--- src/rtl/mw_writeback_stage_pkg.sv ---
// Shared types and default widths for the memory->writeback stage.
package mw_writeback_stage_pkg;

  // Default widths of register data and register indices.
  localparam int unsigned MW_DATA_W = 8;
  localparam int unsigned MW_PTR_W  = 4;

  // Stage state: nothing to present, presenting a result, or waiting on load data.
  typedef enum logic [1:0] {
    MW_ST_EMPTY    = 2'd0,
    MW_ST_COMMIT   = 2'd1,
    MW_ST_WAIT_MEM = 2'd2
  } mw_state_e;

endpackage

--- src/rtl/mw_writeback_stage.sv ---
// Final pipeline stage: retires one instruction per cycle toward the register
// file, stalling the memory stage while a load response is outstanding.
module mw_writeback_stage
  import mw_writeback_stage_pkg::*;
#(
  parameter int unsigned DATA_W = MW_DATA_W,
  parameter int unsigned PTR_W  = MW_PTR_W
) (
  input  logic              clk,
  input  logic              reset_n,
  input  logic              XM_valid,
  output logic              XM_ready,
  input  logic [PTR_W-1:0]  XM_insn_dst,
  input  logic [PTR_W-1:0]  XM_insn_src_0,
  input  logic              XM_insn_is_F1,
  input  logic              XM_insn_is_F2,
  input  logic              XM_insn_is_load,
  input  logic [DATA_W-1:0] XM_alu_result,
  input  logic              mem_rsp_valid,
  input  logic [DATA_W-1:0] mem_rsp_data,
  output logic [DATA_W-1:0] W_result,
  output logic [PTR_W-1:0]  MW_insn_dst,
  output logic [PTR_W-1:0]  MW_insn_src_0,
  output logic              MW_insn_is_F1,
  output logic              MW_insn_is_F2,
  output logic              MW_retire,
  output logic              err_unexpected_rsp
);

  mw_state_e state, state_next;

  // Fields of a load waiting for its data; kept apart from the presented
  // fields so the register-file outputs hold their last values while waiting.
  logic [PTR_W-1:0]  pend_dst;
  logic [PTR_W-1:0]  pend_src_0;
  logic              pend_f1;
  logic              pend_f2;

  // Fields presented to the register file; they change only on entry to COMMIT.
  logic [DATA_W-1:0] res_q;
  logic [PTR_W-1:0]  dst_q;
  logic [PTR_W-1:0]  src_0_q;
  logic              f1_q;
  logic              f2_q;
  logic              err_q;

  logic xfer;
  logic rsp_accept;

  assign XM_ready   = (state != MW_ST_WAIT_MEM);
  assign xfer       = XM_valid & XM_ready;
  assign rsp_accept = mem_rsp_valid & (state == MW_ST_WAIT_MEM);

  // Next-state logic for the EMPTY / COMMIT / WAIT_MEM sequencer.
  always_comb begin
    // NOTE: default assigned first so every path drives state_next (no latch).
    state_next = state;
    unique case (state)
      MW_ST_EMPTY, MW_ST_COMMIT: begin
        if (xfer) state_next = XM_insn_is_load ? MW_ST_WAIT_MEM : MW_ST_COMMIT;
        else      state_next = MW_ST_EMPTY;
      end
      MW_ST_WAIT_MEM: begin
        if (mem_rsp_valid) state_next = MW_ST_COMMIT;
      end
      default: state_next = MW_ST_EMPTY;
    endcase
  end

  // State register; an outstanding load is simply dropped by reset.
  always_ff @(posedge clk or negedge reset_n) begin
    // NOTE: non-blocking assignments for all clocked state.
    if (!reset_n) state <= MW_ST_EMPTY;
    else          state <= state_next;
  end

  // Capture the write-select fields of an accepted load until its data arrives.
  always_ff @(posedge clk or negedge reset_n) begin
    if (!reset_n) begin
      pend_dst   <= '0;
      pend_src_0 <= '0;
      pend_f1    <= 1'b0;
      pend_f2    <= 1'b0;
    end else if (xfer && XM_insn_is_load) begin
      pend_dst   <= XM_insn_dst;
      pend_src_0 <= XM_insn_src_0;
      pend_f1    <= XM_insn_is_F1;
      pend_f2    <= XM_insn_is_F2;
    end
  end

  // Load the presented result: directly for ALU ops, from the pending load on response.
  always_ff @(posedge clk or negedge reset_n) begin
    if (!reset_n) begin
      res_q   <= '0;
      dst_q   <= '0;
      src_0_q <= '0;
      f1_q    <= 1'b0;
      f2_q    <= 1'b0;
    end else if (xfer && !XM_insn_is_load) begin
      res_q   <= XM_alu_result;
      dst_q   <= XM_insn_dst;
      src_0_q <= XM_insn_src_0;
      f1_q    <= XM_insn_is_F1;
      f2_q    <= XM_insn_is_F2;
    end else if (rsp_accept) begin
      res_q   <= mem_rsp_data;
      dst_q   <= pend_dst;
      src_0_q <= pend_src_0;
      f1_q    <= pend_f1;
      f2_q    <= pend_f2;
    end
  end

  // Sticky flag for a response that arrives with no load outstanding.
  always_ff @(posedge clk or negedge reset_n) begin
    if (!reset_n)                                    err_q <= 1'b0;
    else if (mem_rsp_valid && state != MW_ST_WAIT_MEM) err_q <= 1'b1;
  end

  assign W_result           = res_q;
  assign MW_insn_dst        = dst_q;
  assign MW_insn_src_0      = src_0_q;
  assign MW_retire          = (state == MW_ST_COMMIT);
  assign MW_insn_is_F1      = MW_retire & f1_q;
  assign MW_insn_is_F2      = MW_retire & f2_q;
  assign err_unexpected_rsp = err_q;

endmodule
--- config.mk ---
export PLATFORM = sky130hd
export DESIGN_NAME = mw_writeback_stage
export DESIGN_NICKNAME = d
export VERILOG_FILES = /design/src/rtl/mw_writeback_stage_pkg.sv /design/src/rtl/mw_writeback_stage.sv
export SDC_FILE = /design/constraint.sdc
export NUM_CORES = 1
export LEC_CHECK = 0
export BUFFER_PORTS_ARGS = -buffer_cell sky130_fd_sc_hd__buf_2
export CAP_MARGIN = 20
export CORE_AREA = 2 2 64 66
export CTS_CLUSTER_SIZE = 28
export DETAILED_ROUTE_END_ITERATION = 8
export DIE_AREA = 0 0 66 68
export PLACE_DENSITY = 0.65
export SLEW_MARGIN = 20
export SYNTH_ARGS = -nofsm -noshare
export SYNTH_HDL_FRONTEND = slang
export SYNTH_SLANG_ARGS = --single-unit
--- constraint.sdc ---
create_clock -name clk -period 3.1 [get_ports clk]
set_input_delay 0 -clock clk [delete_from_list [all_inputs] [get_ports clk]]
set_output_delay 0 -clock clk [all_outputs]
set_load 0.05 [all_outputs]
==> summary.md, run 1 <==
| Metric | Value |
|---|---|
| Post-CTS Hold Buffers | `20` |
| Vias in the first global route | `1080` |
| CTS H-Tree Depth | `2` |
| Worst Hold Class | `in -> reg` |
| Fmax | `544 MHz` |
| M3 GR Usage | `0.0526` |
| Peak VDD IR | `340 uV` |
| Aggregate global routing overflow | `0` |
| Crit Path Class | `reg -> reg` |
| Worst-Margin Slew | `0.859 ns` |
| Post-Route WL | `3010 um` |
| Skew-Pair Late Insertion Delay | `0.28 ns` |
| Met2 usage | `0.275` |
| Leading cell type in the layout, fill and taps excluded | `buf_2` |
| WP data arrival | `2.00 ns` |
| Die H | `68 um` |
| NumNets Final | `199` |
| Mean Syn Cell Area | `16.0 um2` |
| Vias/cell | `4.63` |
| Mapped Area | `1480 um2` |
| Rel. slew slack | `0.426` |
| Post-CTS setup buffer count | `0` |
| Remaining DRCs | `0` |
| Vias | `1014` |
| Starting Density | `0.385` |
| Clock Path Buffers | `2` |
| Drt first pass iters | `4` |
| Post-cts gate resize count | `0` |
| Synthesis Warnings | `0` |
| Max Cap Violations | `0` |
| Core region area | `3860 um2` |
| Final period util | `0.593` |
| CTS tree | `yes` |
| Reg2reg start | `state[1]` |
| Critical path startpoint category | `flop` |
| Fin util | `0.531` |
| PwrDens | `721 nW/um2` |
| Die width | `66 um` |
| RD Place Congestion | `0.665` |
| Critical path startpoint | `state[1]` |
| Synth unique cells | `16` |
| GR peak layer | `met2` |
| Inserted Diodes | `0` |
| First-pass GRT wire length | `4900 um` |
| TritonCTS Sinks | `31` |
| Initial antenna violation count | `0` |
| Synthesized net count | `124` |
| Seq/Total Area, Yosys | `0.523` |
| Commonest cells after routing, fill and taps aside | `51 x buf_2, 31 x dfrtp_1, 28 x mux2_2` |
| # IOs | `52` |
| DR WL/cell | `13.8 um` |
| Layout cell share with drive strength beyond 1 | `0.627` |
| Root Buffer | `clkbuf_8` |
| Slew Viols, Final | `0` |
| Worst EP required | `3.26 ns` |
| Detailed Route Iter0 Violations | `28` |
| PortBufs | `51` |
| CTS Buf Count | `5` |
| TNS Setup | `0 ns` |
| Setup violators final | `0` |
| Area grow syn2layout | `37.9%` |
| Post-layout minimum cycle time | `1.84 ns` |
| FP Rows | `23` |
| Worst Setup End Kind | `flop` |
| GR Util All Layers | `0.149` |
| Unrepaired setup endpoints after global routing | `false` |
| Worst-path clk slew | `0.06 ns` |
| Leakage dissipation | `1.01 nW` |
| Hold violation count in the final report | `0` |
| Die area | `4490 um2` |
| Hpwl dp | `1980 um` |
| Clk_skew | `0.00364 ns` |
| Post-Syn Instances | `93` |
| Antenna Nets Post-Route | `0` |
| Met1 usage | `0.151` |
| Largest net degree at the start of global routing | `32` |
| Synthesized flop and latch total | `31` |
| Status | `finished, final reports clean` |
| Min-delay src | `XM_insn_is_load` |
| Crit-path max FO | `10` |
| Fillers | `333` |
[metal layers]
metal / part of all wire / wire [um]
met5: 0 / 0
met4: 0.0096 / 29
met3: 0.076 / 230
met2: 0.50 / 1510
met1: 0.41 / 1240
[area by class of cell]
type                       count  area [um2]  share of cell area
clock buffer                   7        76.3              0.0373
clock inverter                 1        5.00             0.00244
multi-input combinational     57         657               0.321
sequential                    31         776               0.379
tap                           50        62.6              0.0306
timing repair buffer          73         470               0.230
[sequential cells by signal, indices dropped and copies added (netlist names), 2 cells and up]
name	cells
pend_dst	4
MW_insn_dst	4
W_result	8
state	2
pend_src_0	4
MW_insn_src_0	4
[synthesized netlist by cell type (all sizes together)]
cell | n | area, um2
a21o | 1 | 7.51
and2 | 2 | 12.5
and2b | 1 | 8.76
buf | 5 | 51.3
dfrtp | 31 | 776
mux2 | 46 | 586
nand2 | 1 | 3.75
nand2b | 1 | 6.26
nand3b | 2 | 15.0
nor2b | 1 | 6.26
o21ai | 1 | 5.00
o22ai | 1 | 6.26
[where the power goes]
| part | leakage (nW) | internal, W | total (W) | switching, W |
|---|---|---|---|---|
| logic | 0.601 | 0.000262 | 0.000621 | 0.000359 |
| clock network | 0.0422 | 0.000157 | 0.000295 | 0.000138 |
| registers | 0.363 | 0.000507 | 0.000559 | 0.0000520 |
[critical path, stage by stage, from the launching register on]
cell      delay [ns]
dfrtp_1         0.42
nand2b_1        0.17
nor2b_1         0.72
mux2_2          0.42
[cells by family after synthesis]
kind of cell / share of synthesized area
and+or+nand+nor: 0.0354
DFF: 0.523
AOI/OAI and AO/OA: 0.0126
muxes: 0.395
buffers and inverters: 0.0346
[through the flow]
stage	instance area, um2	worst slack (ns)	total power [W]	hold WS, ns	instances
global placement	1770	1.34	0.00115	0.0694	191
floorplan	1480	1.30	0.00104	-0.296	93
detailed placement	1770	1.23	0.00117	0.0886	191
CTS	2050	1.22	0.00150	0.00860	219
finish	2050	1.26	0.00148	0.0167	219
global route	2050	1.18	0.00156	0.00666	219
[worst paths after layout]
path / endpoint / slack, ns / depth (start not counted)
max: pend_dst[2] / 1.26 / 3
min: state[1] / 0.02 / 3
max reg2reg: pend_dst[2] / 1.26 / 3
min reg2reg: err_unexpected_rsp / 0.46 / 1
max in group asynchronous: f2_q / 2.35 / 2
min in group asynchronous: W_result[6] / 0.30 / 2
Note: power is estimated with default switching activity, not from simulation.
==> run 2: changes to the inputs <==
Settings changed: ABC_AREA set to 1, CORE_AREA 2 2 64 66 to 2 2 67 69, DIE_AREA 0 0 66 68 to 0 0 69 71.
Clock period 3.1 ns to 1.7 ns, I/O delays scaled along.
==> run 2 against run 1 <==
Final area increased by 2.8%. Die area rose by 9.2%. Sequential share of layout area decreased by 1.0 points. Combinational power increased by 77%. Global-route usage grew 3.7 points. Synthesized area rose by 13%. Flip-flop and latch count stayed put. Setup slack got worse by 1.0 ns. Utilization down 3.0 points. Power increased by 89%. Synthesized cell count up 120%. Wire length grew 39%. Critical endpoint is now MW_retire.
==> summary.md, run 2 <==
| Metric | Value |
|---|---|
| Status | `finished, final reports clean (unchanged)` |
| FF-to-FF path depth | `4 (was 3)` |
| Synthesized net count | `239 (was 124)` |
| Remaining DRCs | `0 (unchanged)` |
| Hpwl dp | `2840 um (was 1980 um)` |
| CTS H-Tree Depth | `2 (unchanged)` |
| Clk_skew | `0.00846 ns (was 0.00364 ns)` |
| Register area | `776 um2 (unchanged)` |
| Most numerous cell in the Yosys netlist | `nand2_1 (was dfrtp_1)` |
| TNS Setup | `0 ns (unchanged)` |
| Vias in the first global route | `1511 (was 1080)` |
| Sw frac | `0.432 (was 0.372)` |
| Area grow syn2layout | `25.8% (was 37.9%)` |
| Antenna Nets Post-Route | `0 (unchanged)` |
| Synth Area in XOR/XNOR | `0 (unchanged)` |
| Area share of the leading cell type in the synthesized netlist | `0.464 (was 0.523)` |
| Clock Path Buffers | `2 (unchanged)` |
| TritonCTS Sinks | `31 (unchanged)` |
| Detailed Route Iter0 Violations | `126 (was 28)` |
| Seq/Total Area, Yosys | `0.464 (was 0.523)` |
| Rel. slew slack | `0.540 (was 0.426)` |
| Worst Hold Class | `in -> reg (unchanged)` |
| # IOs | `52 (unchanged)` |
| WP data arrival | `1.47 ns (was 2.00 ns)` |
| Worst EP required | `1.70 ns (was 3.26 ns)` |
| Crit path largest cell delay | `0.45 ns (was 0.72 ns)` |
| Mean Syn Cell Area | `8.04 um2 (was 16.0 um2)` |
| Slew Viols, Final | `0 (unchanged)` |
| Fillers | `434 (was 333)` |
| Worst Setup End Kind | `output port (was flop)` |
| Vias | `1615 (was 1014)` |
| Worst-path clk slew | `0.06 ns (about the same)` |
| Drt first pass iters | `4 (unchanged)` |
| RD Place Congestion | `0.754 (was 0.665)` |
| Synthesis Warnings | `0 (unchanged)` |
| Hold path depth | `5 (was 3)` |
| FP Rows | `24 (was 23)` |
| Mux cell area share after synthesis | `0 (was 0.395)` |
| Post-Synth Adder-Cell Area | `0 (unchanged)` |
| Pint | `0.00158 W (was 0.000926 W)` |
| Final period util | `0.866` |
| GR Util All Layers | `0.186 (was 0.149)` |
| Root Buffer | `clkbuf_8 (unchanged)` |
| Post-synth ARST share | `1.00 (unchanged)` |
| NumNets Final | `294 (was 199)` |
| Synth Area in Compound Gates | `0.0411 (was 0.0126)` |
| Most used DFF post-synth | `dfrtp_1 (unchanged)` |
| Inserted Diodes | `0 (unchanged)` |
| Seq pwr share | `0.372 (was 0.379)` |
| Max Cap Violations | `0 (unchanged)` |
| PwrDens | `1320 nW/um2 (was 721 nW/um2)` |
| Clk pwr share | `0.232 (was 0.200)` |
| Mapped Area | `1670 um2 (was 1480 um2)` |
| Top cell type by total area after synthesis | `dfrtp_1 (unchanged)` |
| DP Cell Count | `297 (was 191)` |
| Leakage dissipation | `1.15 nW (was 1.01 nW)` |
| First-pass GRT wire length | `7140 um (was 4900 um)` |
| Hold violation count in the final report | `0 (unchanged)` |
| CP cell instances | `buf_4 -> buf_4 -> nor2_1 -> buf_2 (was nand2b_1 -> nor2b_1 -> mux2_2)` |
| CTS tree | `yes (unchanged)` |
| Synth unique cells | `19 (was 16)` |
| Initial antenna violation count | `0 (unchanged)` |
| Aggregate global routing overflow | `0 (unchanged)` |
| Commonest cells after routing, fill and taps aside | `64 x nand2_1, 51 x buf_2, 36 x nand4_1 (was 51 x buf_2, 31 x dfrtp_1, 28 x mux2_2)` |
| Sw power | `0.00120 W (was 0.000550 W)` |
| Critical path startpoint category | `flop (unchanged)` |
| Multi-input logic area | `689 um2 (was 657 um2)` |
| Peak VDD IR | `377 uV (was 340 uV)` |
| Core region area | `4200 um2 (was 3860 um2)` |
| Fmax | `679 MHz` |
| Combinational group share of total power | `0.396 (was 0.421)` |
| Post-cts gate resize count | `0 (unchanged)` |
| Post-layout minimum cycle time | `1.47 ns` |
| Crit-path max FO | `12 (was 10)` |
| Largest family of logic cells by synthesized area | `simple AND/OR/NAND/NOR gates (was multiplexers)` |
| Fin cells | `316 (was 219)` |
| Synth area leaders | `dfrtp_1 46%, nand2_1 14%, nand4_1 13% (was dfrtp_1 52%, mux2_2 21%, mux2_4 18%)` |
| Die H | `71 um (was 68 um)` |
| Max reg flops | `8 (unchanged)` |
| Setup violators final | `0 (unchanged)` |
| Vias/cell | `5.11 (was 4.63)` |
| Number of synthesized flops with an enable pin | `0 (unchanged)` |
| Post-Route WL | `4200 um (was 3010 um)` |
| Die area | `4900 um2 (was 4490 um2)` |
| Unrepaired setup endpoints after global routing | `false (unchanged)` |
| CTS Buf Count | `5 (unchanged)` |
| DR WL/cell | `13.3 um (was 13.8 um)` |
| Most used cell, CP | `buf_4` |
| Leading cell type in the layout, fill and taps excluded | `nand2_1 (was buf_2)` |
| Largest net degree at the start of global routing | `38 (was 32)` |
| Crit Path Class | `reg -> out (was reg -> reg)` |
| PortBufs | `51 (unchanged)` |
| Critical Path Slowest Stage Cell | `dfrtp_1 (was nor2b_1)` |
| Worst-Margin Slew | `0.690 ns (was 0.859 ns)` |
| Die width | `69 um (was 66 um)` |
| Simple-Gate Fraction of Synth Area | `0.371 (was 0.0354)` |
| Starting Density | `0.398 (was 0.385)` |
| Post-Syn Instances | `208 (was 93)` |
| Layout cell share with drive strength beyond 1 | `0.258 (was 0.627)` |
| Skew-Pair Late Insertion Delay | `0.29 ns (was 0.28 ns)` |
| Synth cell count leaders | `64 x nand2_1, 36 x nand4_1, 31 x dfrtp_1 (was 31 x dfrtp_1, 28 x mux2_2, 18 x mux2_4)` |
| Synthesized flop and latch total | `31 (unchanged)` |
[run 2: cell types whose count changed after synthesis, sizes merged, moves of 2 or more]
| cell | delta |
|---|---|
| mux2 | -46 |
| and3 | +2 |
| buf | +11 |
| inv | +21 |
| nand3b | -2 |
| nand4 | +36 |
| and2 | -2 |
| nand3 | +21 |
| nand2 | +64 |
| clkbuf | +2 |
| o21ai | +10 |
[run 2: cell type report]
cell class | count | share of cell area
Sequential cell | 31 | 0.369
Timing Repair Buffer | 66 | 0.188
Clock buffer | 8 | 0.0476
Multi-Input combinational cell | 138 | 0.328
Inverter | 21 | 0.0375
Tap cell | 52 | 0.0309
[run 2: repair_timing]
action	in CTS	in global routing
setup buffers	0	0
endpoints found under the hold margin	41	0
hold buffers	11	0
[run 2: logic make-up after synthesis]
group	after synthesis
DFF	31
buffers and inverters	39
and+or+nand+nor	125
AOI/OAI and AO/OA	13
[run 2: worst max-delay path: cells and delay by family, from the launching register on]
kind	cells	cell delay (ns)
buffers and inverters	3	0.64
DFF	1	0.45
and+or+nand+nor	1	0.09
[run 2: stage by stage]
stage	hold WS, ns	worst slack (ns)	cell area, um2	utilization	total power, W
floorplan	-0.296	0.363	1670	-	0.00188
global placement	0.0785	0.325	1890	0.451	0.00212
detailed placement	0.0851	0.290	1890	0.451	0.00214
CTS	0.0138	0.218	2100	0.501	0.00280
global route	0.0428	0.150	2100	0.501	0.00296
finish	0.0125	0.227	2100	0.501	0.00278
[run 2: power groups by stage]
stage	Sequential [W]	Combinational, W	Clock [W]
after global routing	0.00106	0.00120	0.000699
after floorplan	0.00143	0.000447	0
after CTS	0.00104	0.00111	0.000651
after detailed placement	0.00105	0.00109	0
after global placement	0.00105	0.00108	0
final	0.00103	0.00110	0.000646
[run 2: worst paths after layout]
kind | startpoint | endpoint | slack [ns]
max reg2reg | state[1] | MW_insn_dst[1] | 0.28
max | state[1] | MW_retire | 0.23
max in group asynchronous | reset_n | MW_insn_src_0[1] | 0.96
min | XM_alu_result[5] | W_result[5] | 0.01
min in group asynchronous | reset_n | err_unexpected_rsp | 0.29
min reg2reg | err_unexpected_rsp | err_unexpected_rsp | 0.45
[run 2: metal layers]
| layer | up-vias | track usage | part of all wire |
|---|---|---|---|
| met1 | 743 | 0.246 | 0.44 |
| met4 | 0 | 0.0784 | 0.019 |
| li1 | 810 | - | - |
| met3 | 8 | 0.0427 | 0.062 |
| met2 | 54 | 0.294 | 0.48 |
| met5 | - | 0 | 0 |
==> run 3: changes to the inputs <==
Settings changed: CORE_AREA 2 2 67 69 to 2 2 61 77, DIE_AREA 0 0 69 71 to 0 0 63 79, PLACE_DENSITY 0.65 to not set.
==> run 3 against run 2 <==
Register-to-register slack is essentially flat. Critical path type unchanged. Via count shrank 1.2%. Setup slack got worse by 0.014 ns.
==> summary.md, run 3 (synthesis results as in run 2) <==
| Metric | Value |
|---|---|
| Commonest cells after routing, fill and taps aside | `64 x nand2_1, 51 x buf_2, 36 x nand4_1 (unchanged)` |
| Core region area | `4290 um2 (was 4200 um2)` |
| Peak VDD IR | `688 uV (was 377 uV)` |
| Crit Path Class | `reg -> out (unchanged)` |
| Hold path depth | `3 (was 5)` |
| DR WL/cell | `12.9 um (was 13.3 um)` |
| PortBufs | `51 (unchanged)` |
| Drt first pass iters | `5 (was 4)` |
| Flop2flop setup slack | `0.29 ns (was 0.28 ns)` |
| Skew-Pair Late Insertion Delay | `0.28 ns (was 0.29 ns)` |
| CTS Buf Count | `5 (unchanged)` |
| Critical Path Slowest Stage Cell | `dfrtp_1 (unchanged)` |
| Rel. slew slack | `0.535 (was 0.540)` |
| TNS Setup | `0 ns (unchanged)` |
| Remaining DRCs | `0 (unchanged)` |
| Max Cap Violations | `0 (unchanged)` |
| Layout cell share with drive strength beyond 1 | `0.266 (was 0.258)` |
| NumNets Final | `293 (was 294)` |
| Crit-path max FO | `15 (was 12)` |
| Inserted Diodes | `0 (unchanged)` |
| CP top delay family | `buffers and inverters (unchanged)` |
| Reg2reg start | `state[0] (was state[1])` |
| Vias/cell | `4.97 (was 5.11)` |
| Vias | `1595 (was 1615)` |
| WHS Endpoint | `pend_src_0[3] (was W_result[5])` |
| CTS H-Tree Depth | `2 (unchanged)` |
| Starting Density | `0.390 (was 0.398)` |
| Post-layout minimum cycle time | `1.49 ns (was 1.47 ns)` |
| Buffers & Inverters on Critical Path | `2 (was 3)` |
| Die width | `63 um (was 69 um)` |
| Slew Viols, Final | `0 (unchanged)` |
| Hold_ws | `0.00239 ns (was 0.0125 ns)` |
| Leakage dissipation | `1.16 nW (was 1.15 nW)` |
| TritonCTS Sinks | `31 (unchanged)` |
| Leading cell type in the layout, fill and taps excluded | `nand2_1 (unchanged)` |
| CP cell instances | `nand2_4 -> buf_4 -> buf_2 (was buf_4 -> buf_4 -> nor2_1 -> buf_2)` |
| Initial antenna violation count | `0 (unchanged)` |
| Fmax | `673 MHz (was 679 MHz)` |
| GR Util All Layers | `0.176 (was 0.186)` |
| Hold violation count in the final report | `0 (unchanged)` |
| Crit path largest cell delay | `0.49 ns (was 0.45 ns)` |
| Worst-path clk slew | `0.07 ns (was 0.06 ns)` |
| Critical path startpoint category | `flop (unchanged)` |
| Final period util | `0.875 (was 0.866)` |
| Fillers | `467 (was 434)` |
| Worst EP required | `1.70 ns (about the same)` |
| Setup violators final | `0 (unchanged)` |
| Antenna Nets Post-Route | `0 (unchanged)` |
| FF-to-FF path depth | `6 (was 4)` |
| WP data arrival | `1.49 ns (was 1.47 ns)` |
| PwrDens | `1360 nW/um2 (was 1320 nW/um2)` |
| Die H | `79 um (was 71 um)` |
| Hpwl dp | `2840 um (about the same)` |
| Post-Route WL | `4130 um (was 4200 um)` |
| Clk_skew | `0.00635 ns (was 0.00846 ns)` |
| Worst Hold Class | `in -> reg (unchanged)` |
| Worst Setup End Kind | `output port (unchanged)` |
| Worst R2R End | `MW_insn_src_0[3] (was MW_insn_dst[1])` |
| Area grow syn2layout | `26.6% (was 25.8%)` |
| Unrepaired setup endpoints after global routing | `false (unchanged)` |
| Status | `finished, final reports clean (unchanged)` |
| Vias in the first global route | `1510 (was 1511)` |
| Largest net degree at the start of global routing | `38 (unchanged)` |
| # IOs | `52 (unchanged)` |
| Aggregate global routing overflow | `0 (unchanged)` |
| Clock Path Buffers | `2 (unchanged)` |
| RD Place Congestion | `0.773 (was 0.754)` |
| CTS tree | `yes (unchanged)` |
| Detailed Route Iter0 Violations | `75 (was 126)` |
| Die area | `4980 um2 (was 4900 um2)` |
| First-pass GRT wire length | `6880 um (was 7140 um)` |
| Min-delay src | `XM_insn_src_0[3] (was XM_alu_result[5])` |
| Root Buffer | `clkbuf_8 (unchanged)` |
| FP Rows | `27 (was 24)` |
| Max reg flops | `8 (unchanged)` |
| Worst-Margin Slew | `0.697 ns (was 0.690 ns)` |
[run 3: per-layer routing]
layer | global-route usage | part of all wire | wire length [um]
met1 | 0.209 | 0.43 | 1800
met2 | 0.306 | 0.51 | 2090
met3 | 0.0482 | 0.050 | 206
met5 | 0 | 0 | 0
met4 | 0.0600 | 0.0097 | 40
[run 3: worst max-delay path by stage]
| stage | from | to | depth (start not counted) |
|---|---|---|---|
| CTS | state[1] | XM_ready | 3 |
| floorplan | state[0] | MW_retire | 4 |
| finish | state[1] | XM_ready | 3 |
| global placement | state[0] | MW_insn_src_0[1] | 6 |
| detailed placement | state[0] | MW_insn_src_0[1] | 6 |
| global route | state[0] | W_result[6] | 6 |
[run 3: layout make-up]
class	instances	area, um2	area share
clock buffers	6	82.6	0.0390
clock inverters	2	35.0	0.0165
inverters	21	78.8	0.0372
multi-input cells	138	689	0.326
flip-flops and latches	31	776	0.366
well taps	58	72.6	0.0343
repair buffers	65	383	0.181
[run 3: worst reg2reg max path, cell delays in order, from the launching register on]
cell	delay [ns]
dfrtp_1	0.40
inv_2	0.20
nand2_4	0.13
nand3_4	0.31
nand2_1	0.10
nand2_1	0.09
nand2_1	0.06
[run 3: power breakdown]
part,total [W],internal [W],leakage (nW),switching [W]
logic,0.00110,0.000284,0.730,0.000813
registers,0.00103,0.000925,0.369,0.000107
clock network,0.000749,0.000474,0.0612,0.000275
total,0.00288,0.00168,1.16,0.00119
[run 3: timing repair]
action                    CTS  global route
hold buffers                9             0
hold endpoints to repair   39             0
setup buffers               0             0
resized for setup           0             0
[run 3: per-stage QoR]
stage	utilization	setup slack [ns]	instances	total power, W	cell area, um2
6_report	0.493	0.213	321	0.00288	2120
5_1_grt	0.493	0.119	321	0.00304	2120
4_1_cts	0.493	0.199	321	0.00291	2120
3_5_place_dp	0.445	0.281	304	0.00213	1910
3_3_place_gp	0.445	0.300	304	0.00212	1910
2_1_floorplan	-	0.363	208	0.00188	1670
